**src/rtl/board_clk_led_ctrl.sv**
```systemverilog
// Board I/O controller: slow CPU clock generator (run / single-step / hold),
// step-button debouncer and per-channel PWM LED driver.
module board_clk_led_ctrl #(
  parameter int DIV        = 10_000_000,
  parameter int PWM_PERIOD = 100,
  parameter int LVL_W      = 7,
  parameter int DEBOUNCE   = 1_000_000,
  parameter int WIDTH      = 8,
  parameter bit SHOW_CLK   = 1'b1
) (
  input  logic                   CLK,
  input  logic                   RESET,
  input  logic                   BUTTON,
  input  logic [1:0]             MODE,
  input  logic [WIDTH-1:0]       DATA,
  input  logic [WIDTH*LVL_W-1:0] BRIGHT,
  output logic                   SLOW_CLK,
  output logic                   TICK,
  output logic                   BTN_PRESS,
  output logic [WIDTH-1:0]       OUTPUT
);

  localparam int DIV_W = $clog2(DIV);
  localparam int DEB_W = $clog2(DEBOUNCE);

  localparam logic [DIV_W-1:0] DIV_LAST = DIV_W'(DIV - 1);
  localparam logic [DIV_W-1:0] DIV_HALF = DIV_W'(DIV / 2);
  localparam logic [DEB_W-1:0] DEB_LAST = DEB_W'(DEBOUNCE - 1);
  localparam logic [LVL_W-1:0] PWM_LAST = LVL_W'(PWM_PERIOD - 1);

  typedef enum logic [1:0] {
    S_RUN        = 2'd0,
    S_STEP_IDLE  = 2'd1,
    S_STEP_PULSE = 2'd2,
    S_HOLD       = 2'd3
  } state_t;

  // ---------------------------------------------------------------------------
  // Step button: two-flop synchroniser followed by a stability counter.
  // ---------------------------------------------------------------------------
  logic             sync1;
  logic             sync2;
  logic             btn_level;
  logic [DEB_W-1:0] deb_cnt;

  // NOTE: all sequential state uses non-blocking assignments so every register
  // samples the pre-edge value of every other register.
  always_ff @(posedge CLK) begin
    if (RESET) begin
      sync1     <= 1'b0;
      sync2     <= 1'b0;
      btn_level <= 1'b0;
      deb_cnt   <= '0;
      BTN_PRESS <= 1'b0;
    end else begin
      sync1     <= BUTTON;
      sync2     <= sync1;
      BTN_PRESS <= 1'b0;
      if (sync2 == btn_level) begin
        deb_cnt <= '0;
      end else if (deb_cnt == DEB_LAST) begin
        deb_cnt   <= '0;
        btn_level <= sync2;
        BTN_PRESS <= sync2;
      end else begin
        deb_cnt <= deb_cnt + 1'b1;
      end
    end
  end

  // ---------------------------------------------------------------------------
  // Slow clock FSM. A step pulse reuses the upper half of the divider count,
  // so SLOW_CLK always equals (div_cnt >= DIV/2).
  // ---------------------------------------------------------------------------
  state_t           state;
  logic [DIV_W-1:0] div_cnt;
  logic [DIV_W-1:0] cnt_inc;
  logic             step_mode;
  logic             hold_mode;

  assign cnt_inc   = (div_cnt == DIV_LAST) ? '0 : div_cnt + 1'b1;
  assign step_mode = (MODE == 2'b01);
  assign hold_mode = (MODE == 2'b10);

  always_ff @(posedge CLK) begin
    if (RESET) begin
      state    <= S_RUN;
      div_cnt  <= '0;
      SLOW_CLK <= 1'b0;
      TICK     <= 1'b0;
    end else begin
      TICK <= 1'b0;
      if (hold_mode) begin
        state <= S_HOLD;
      end else begin
        unique case (state)
          // Leaving for step mode waits out a high phase instead of cutting it.
          S_RUN, S_HOLD: begin
            if (step_mode && !SLOW_CLK) begin
              state   <= S_STEP_IDLE;
              div_cnt <= '0;
            end else begin
              div_cnt  <= cnt_inc;
              SLOW_CLK <= (cnt_inc >= DIV_HALF);
              TICK     <= (cnt_inc == DIV_HALF);
              state    <= (step_mode && cnt_inc == '0) ? S_STEP_IDLE : S_RUN;
            end
          end
          S_STEP_IDLE: begin
            if (!step_mode) begin
              state   <= S_RUN;
              div_cnt <= '0;
            end else if (BTN_PRESS) begin
              state    <= S_STEP_PULSE;
              div_cnt  <= DIV_HALF;
              SLOW_CLK <= 1'b1;
              TICK     <= 1'b1;
            end
          end
          S_STEP_PULSE: begin
            div_cnt  <= cnt_inc;
            SLOW_CLK <= (cnt_inc >= DIV_HALF);
            if (!step_mode) begin
              state <= S_RUN;
            end else if (cnt_inc == '0) begin
              state <= S_STEP_IDLE;
            end
          end
        endcase
      end
    end
  end

  // ---------------------------------------------------------------------------
  // PWM LED driver, free running regardless of MODE.
  // ---------------------------------------------------------------------------
  logic [LVL_W-1:0] pwm_cnt;
  logic [WIDTH-1:0] led_src;

  // NOTE: every always_comb output gets a full default first, so no path
  // leaves it unassigned and no latch is inferred.
  always_comb begin
    led_src = DATA;
    if (SHOW_CLK) begin
      led_src[WIDTH-1] = SLOW_CLK;
    end
  end

  // A level at or above PWM_PERIOD always exceeds pwm_cnt, so it saturates on.
  always_ff @(posedge CLK) begin
    if (RESET) begin
      pwm_cnt <= '0;
      OUTPUT  <= '0;
    end else begin
      pwm_cnt <= (pwm_cnt == PWM_LAST) ? '0 : pwm_cnt + 1'b1;
      for (int i = 0; i < WIDTH; i++) begin
        OUTPUT[i] <= led_src[i] && (pwm_cnt < BRIGHT[i*LVL_W +: LVL_W]);
      end
    end
  end

endmodule

```
**config.mk**
```make
export PLATFORM = sky130hd
export DESIGN_NAME = board_clk_led_ctrl
export DESIGN_NICKNAME = d
export VERILOG_FILES = /design/src/rtl/board_clk_led_ctrl.sv
export SDC_FILE = /design/constraint.sdc
export NUM_CORES = 1
export LEC_CHECK = 0
export ABC_CLOCK_PERIOD_IN_PS = 3900
export CELL_PAD_IN_SITES_DETAIL_PLACEMENT = 0
export CELL_PAD_IN_SITES_GLOBAL_PLACEMENT = 2
export CORE_ASPECT_RATIO = 1.1
export CORE_MARGIN = 2
export CORE_UTILIZATION = 32
export DETAILED_ROUTE_END_ITERATION = 16
export PLACE_DENSITY_LB_ADDON = 0.1
export SLEW_MARGIN = 20
export SYNTH_ARGS = -nofsm -noshare
export SYNTH_HDL_FRONTEND = slang
export SYNTH_SLANG_ARGS = --single-unit
```
**constraint.sdc**
```tcl
create_clock -name CLK -period 3.9 [get_ports CLK]
set_clock_uncertainty 0.2 [all_clocks]
set_input_delay 0.78 -clock CLK [delete_from_list [all_inputs] [get_ports CLK]]
set_output_delay 0.78 -clock CLK [all_outputs]
set_load 0.1 [all_outputs]
```
==> results <==
- The flow ran to the end, and the final reports show no timing, DRC or antenna violations.
- The timing-limited maximum frequency is 301 MHz.
- The number of distinct library cells after synthesis is 58.
- Traced cell by cell, the critical path runs through ha_1, nand3_2, or4_1, or4_4, and2_4, nor3_2, nand4_1, a2111oi_2.
- In this run the clock root is driven by a sky130_fd_sc_hd__clkbuf_16.
- The source of the critical timing path is div_cnt[1].
- The via density per instance is 5.15.
- The number of buffer cells added on primary ports is 78.
- The biggest area contributor in the post-synthesis netlist is sky130_fd_sc_hd__dfxtp_1.
- The shortest clock period the worst path allows after layout is 3.33 ns.
- Excluding fillers, the count of instances in the completed layout stands at 915.
- Summed over all cells, the static leakage comes to 2.81 nW.
- The placer congestion estimate is 0.839.
- In the global route stage, met1 resource usage came out at 23.3%.
- The number of antenna repair diodes is 0.
- The largest delay contributor family on the critical path is simple AND/OR/NAND/NOR gates.
- Leaving out fill and tap cells, the most frequent cell in the layout is sky130_fd_sc_hd__clkdlybuf4s50_1.
- The final net count is 836.
- The sum of overflow across all layers after global routing is 0.
- From synthesis to final layout, the design area changed by 26.0%.
- At the worst endpoint, the required time is 3.93 ns.
- The worst min-delay path category is reg2reg.
- The area enclosed by the die boundary is 0.0166 mm2.
- The share of async-settable or async-resettable flops after synthesis is 0%.
- The die is about 130 um tall.
- The netlist area before placement is 0.00498 mm2.
- For this run, design rule violations remaining after detail routing come to 0.
- In the post-synthesis netlist, the biggest area contributors are sky130_fd_sc_hd__dfxtp_1 (27%), sky130_fd_sc_hd__ha_1 (13%), sky130_fd_sc_hd__a21o_1 (6.3%).
- The floorplan step defined a core boundary enclosing 0.0151 mm2.
- Detailed placement ended at an HPWL of 10600 um.
- After clock tree synthesis, the flow added hold-fix buffers numbering 0.
- In this run the mean area of a mapped cell was slightly below 8 um2.
- STA classifies the critical path startpoint as a flip-flop.
- The cell count after synthesis came out at 641.
- The number of endpoints with negative hold slack in the final report came to 0.
- The most used routing layer in global routing is met2.
- The standard-cell row count is 47.
- The worst register-to-register path begins at div_cnt[1].
- Clock tree synthesis inserted a total of 9 buffers.
- The post-CTS setup-driven buffer insertion count is 0.
- For this configuration, the core starts out at a cell density of around a third.
- The cell with the biggest individual delay on the critical path is sky130_fd_sc_hd__or4_1.
- The initial antenna violation count was 0.
- The launch point of the worst hold path is sync1.
- The source-to-sink clock delay at the later pin of the worst-skew pair is between 0.3 and 0.4 ns.
- The slew of the pin with the lowest slew margin is 0.989 ns.
- For this block, the routed nets add up to between 10000 and 15000 um of wire.
- The proportion of synthesized chip area in sequential cells is 27.0%.
- Leaving out fill and tap cells, the most frequent cells in the layout are sky130_fd_sc_hd__clkdlybuf4s50_1 (76), sky130_fd_sc_hd__nor2_1 (71), sky130_fd_sc_hd__dfxtp_1 (67).
- The TritonCTS clock tree is built.
- The via count of the first global-routing pass was between 4000 and 5000.
- In this run the power density over the cells is 302 mW/mm2.
- The maximum net fanout on the critical path is 7.
- The post-route fraction of the period consumed by the critical path is 85.3%.
- In the global route stage, overall resource usage came out at around 17%.
- In this run the tightest slew margin relative to its limit is 33.9%.
- The arrival time reported for the critical path endpoint is around 3.4 ns.
- No sink is reached through more buffers than the 2 on the longest clock path.
- Clock-pin slew was measured on the worst setup and hold paths at roughly 0.06 ns.
- The H-tree generated during clock tree synthesis spans 3 levels.
- The count of instances resized after the clock tree is built is 0.
- On the worst path, the slowest cell contributes a delay of 0.67 ns.
- The pin count of the biggest net entering global routing is 27.
- The reported max-cap violation count is 0.
- Setup repair after global routing left no endpoint under its margin.
- STA classifies the critical path endpoint as a flip-flop.
- Of the cells placed in the final design, the portion with a size suffix greater than 1 is 5.98%.
- When the netlist entered floorplanning its net count stood at between 700 and 800.
- The number of warnings printed during yosys synthesis is 0.
- Counting tap cells, the placed design contains a total of 899 instances.
- The final-report max-slew violation count is 0.
- Counting both buffers and inverters, the worst setup path holds a total of 0.
- Summing over every cut layer, the via total after detailed routing is about 4700.
- Global routing used 3.00% of the available met3 tracks.
- For met2 alone, demand over resource in global routing was 27.7%.
- The first global-routing pass estimated 22700 um of wire.
- Summed over all failing endpoints, the final setup total negative slack is 0 ns.
- After detailed routing, the average wire length per cell comes to 15.6 um.
- For this run, the detailed router's first-pass iteration total came to 4.
- The top-level I/O count is 80.
- Counting flops and latches in the post-synthesis netlist gives 67.
- The horizontal die dimension is 123 um.
- The leading register cell type out of synthesis is sky130_fd_sc_hd__dfxtp_1.
- Setup violations remaining at the end of the flow were counted as 0.
- The tree built by TritonCTS fans out to between 60 and 70 sinks.
- In this run, synthesis inferred 0 flip-flops with an integrated enable.
- The critical path is of the reg2reg type.
- In this run, the number of DRC markers left after iteration 0 of detailed routing was 203.
- Across the VDD grid, the largest voltage drop is 0.000205 V.
- In this run the remaining antenna-violating nets after routing total 0.
- The top cell type by area accounts for 27.0% of the synthesized area.
-- path summary, 6_finish.rpt --
| kind | end | cells past startpoint | slack [ns] |
|---|---|---|---|
| worst min-delay path | sync2 | 1 | 0.24 |
| worst max-delay path | TICK | 8 | 0.57 |
| worst min register to register | sync2 | 1 | 0.24 |
| worst max register to register | TICK | 8 | 0.57 |
-- through the flow --
stage          power (W)  setup slack, ns  hold WS (ns)  instance area [um2]  utilization [%]
3_3_place_gp     0.00108            0.605         0.232                 5970             39.5
6_report         0.00190            0.575         0.236                 6270             41.5
2_1_floorplan   0.000936            0.878         0.214                 4980                -
5_1_grt          0.00199            0.380         0.262                 6270             41.5
3_5_place_dp     0.00108            0.574         0.226                 5970             39.5
4_1_cts          0.00192            0.559         0.239                 6270             41.5
-- area by class of cell --
type	count	area, um2
clock buffers	12	246
clock inverters	4	50.0
fillers	1567	8840
inverters	57	214
multi-input cells	486	3290
flip-flops and latches	67	1340
well taps	196	245
repair buffers	93	886
-- sequential cells by signal (all words and copies together), names as in the netlist --
register	count
BTN_PRESS	1
OUTPUT	8
SLOW_CLK	1
TICK	1
btn_level	1
deb_cnt	20
div_cnt	24
pwm_cnt	7
state	2
sync1	1
sync2	1
-- power breakdown --
group,total [W],internal [W],switching [W]
Combinational,0.000344,0.000161,0.000183
Sequential,0.000721,0.000700,0.0000209
Clock,0.000831,0.000512,0.000319
Total,0.00190,0.00137,0.000523
-- cell families after synthesis --
| group | count (synthesis) | synth area share (%) |
|---|---|---|
| AND/OR/NAND/NOR | 249 | 26.7 |
| multiplexers | 2 | 0.402 |
| flip-flops | 67 | 27.0 |
| XOR/XNOR | 31 | 5.46 |
| buffers and inverters | 88 | 6.97 |
| AO/OA/AOI/OAI | 151 | 20.2 |
| adder cells (fa/ha/maj) | 53 | 13.3 |
-- per-layer routing --
layer,vias to the layer above,part of all wire [%]
li1,2427,-
met1,2149,47
met2,121,45
met3,19,5.7
met4,0,2.1
met5,-,0
-- cells in the mapped netlist, types with 2 or more instances --
| cell type | count |
|---|---|
| sky130_fd_sc_hd__a31oi_1 | 3 |
| sky130_fd_sc_hd__and2_1 | 5 |
| sky130_fd_sc_hd__a211oi_1 | 8 |
| sky130_fd_sc_hd__nand3_2 | 2 |
| sky130_fd_sc_hd__clkbuf_1 | 24 |
| sky130_fd_sc_hd__buf_2 | 4 |
| sky130_fd_sc_hd__a21o_1 | 42 |
| sky130_fd_sc_hd__and3_1 | 8 |
| sky130_fd_sc_hd__or4_1 | 2 |
| sky130_fd_sc_hd__o21ai_0 | 26 |
| sky130_fd_sc_hd__nor4bb_1 | 2 |
| sky130_fd_sc_hd__a311oi_1 | 3 |
| sky130_fd_sc_hd__and4b_1 | 2 |
| sky130_fd_sc_hd__nor4_1 | 11 |
| sky130_fd_sc_hd__o31ai_1 | 2 |
| sky130_fd_sc_hd__nand2_1 | 38 |
| sky130_fd_sc_hd__o211a_1 | 2 |
| sky130_fd_sc_hd__ha_1 | 53 |
| sky130_fd_sc_hd__nor3b_1 | 3 |
| sky130_fd_sc_hd__nand4b_1 | 2 |
| sky130_fd_sc_hd__a221oi_1 | 4 |
| sky130_fd_sc_hd__inv_1 | 56 |
| sky130_fd_sc_hd__a41oi_1 | 2 |
| sky130_fd_sc_hd__dfxtp_1 | 67 |
| sky130_fd_sc_hd__nand2b_1 | 15 |
| sky130_fd_sc_hd__a21oi_1 | 42 |
| sky130_fd_sc_hd__nand4_1 | 15 |
| sky130_fd_sc_hd__xor2_1 | 14 |
| sky130_fd_sc_hd__and4_1 | 6 |
| sky130_fd_sc_hd__mux2i_1 | 2 |
| sky130_fd_sc_hd__buf_4 | 3 |
| sky130_fd_sc_hd__o32ai_1 | 2 |
| sky130_fd_sc_hd__nand3_1 | 26 |
| sky130_fd_sc_hd__nor4b_1 | 3 |
| sky130_fd_sc_hd__or3_1 | 7 |
| sky130_fd_sc_hd__a31o_2 | 3 |
| sky130_fd_sc_hd__nor2b_1 | 8 |
| sky130_fd_sc_hd__nor2_1 | 71 |
| sky130_fd_sc_hd__nand3b_1 | 5 |
| sky130_fd_sc_hd__xnor2_1 | 17 |
| sky130_fd_sc_hd__o31a_1 | 2 |
| sky130_fd_sc_hd__nor3_1 | 13 |
-- worst reg2reg max path, cell delays in order, from the launching register on --
cell	delay (ns)
sky130_fd_sc_hd__dfxtp_1	0.43
sky130_fd_sc_hd__ha_1	0.31
sky130_fd_sc_hd__nand3_2	0.11
sky130_fd_sc_hd__or4_1	0.67
sky130_fd_sc_hd__or4_4	0.58
sky130_fd_sc_hd__and2_4	0.18
sky130_fd_sc_hd__nor3_2	0.18
sky130_fd_sc_hd__nand4_1	0.18
sky130_fd_sc_hd__a2111oi_2	0.38
Power figures use the tool's default switching activity.
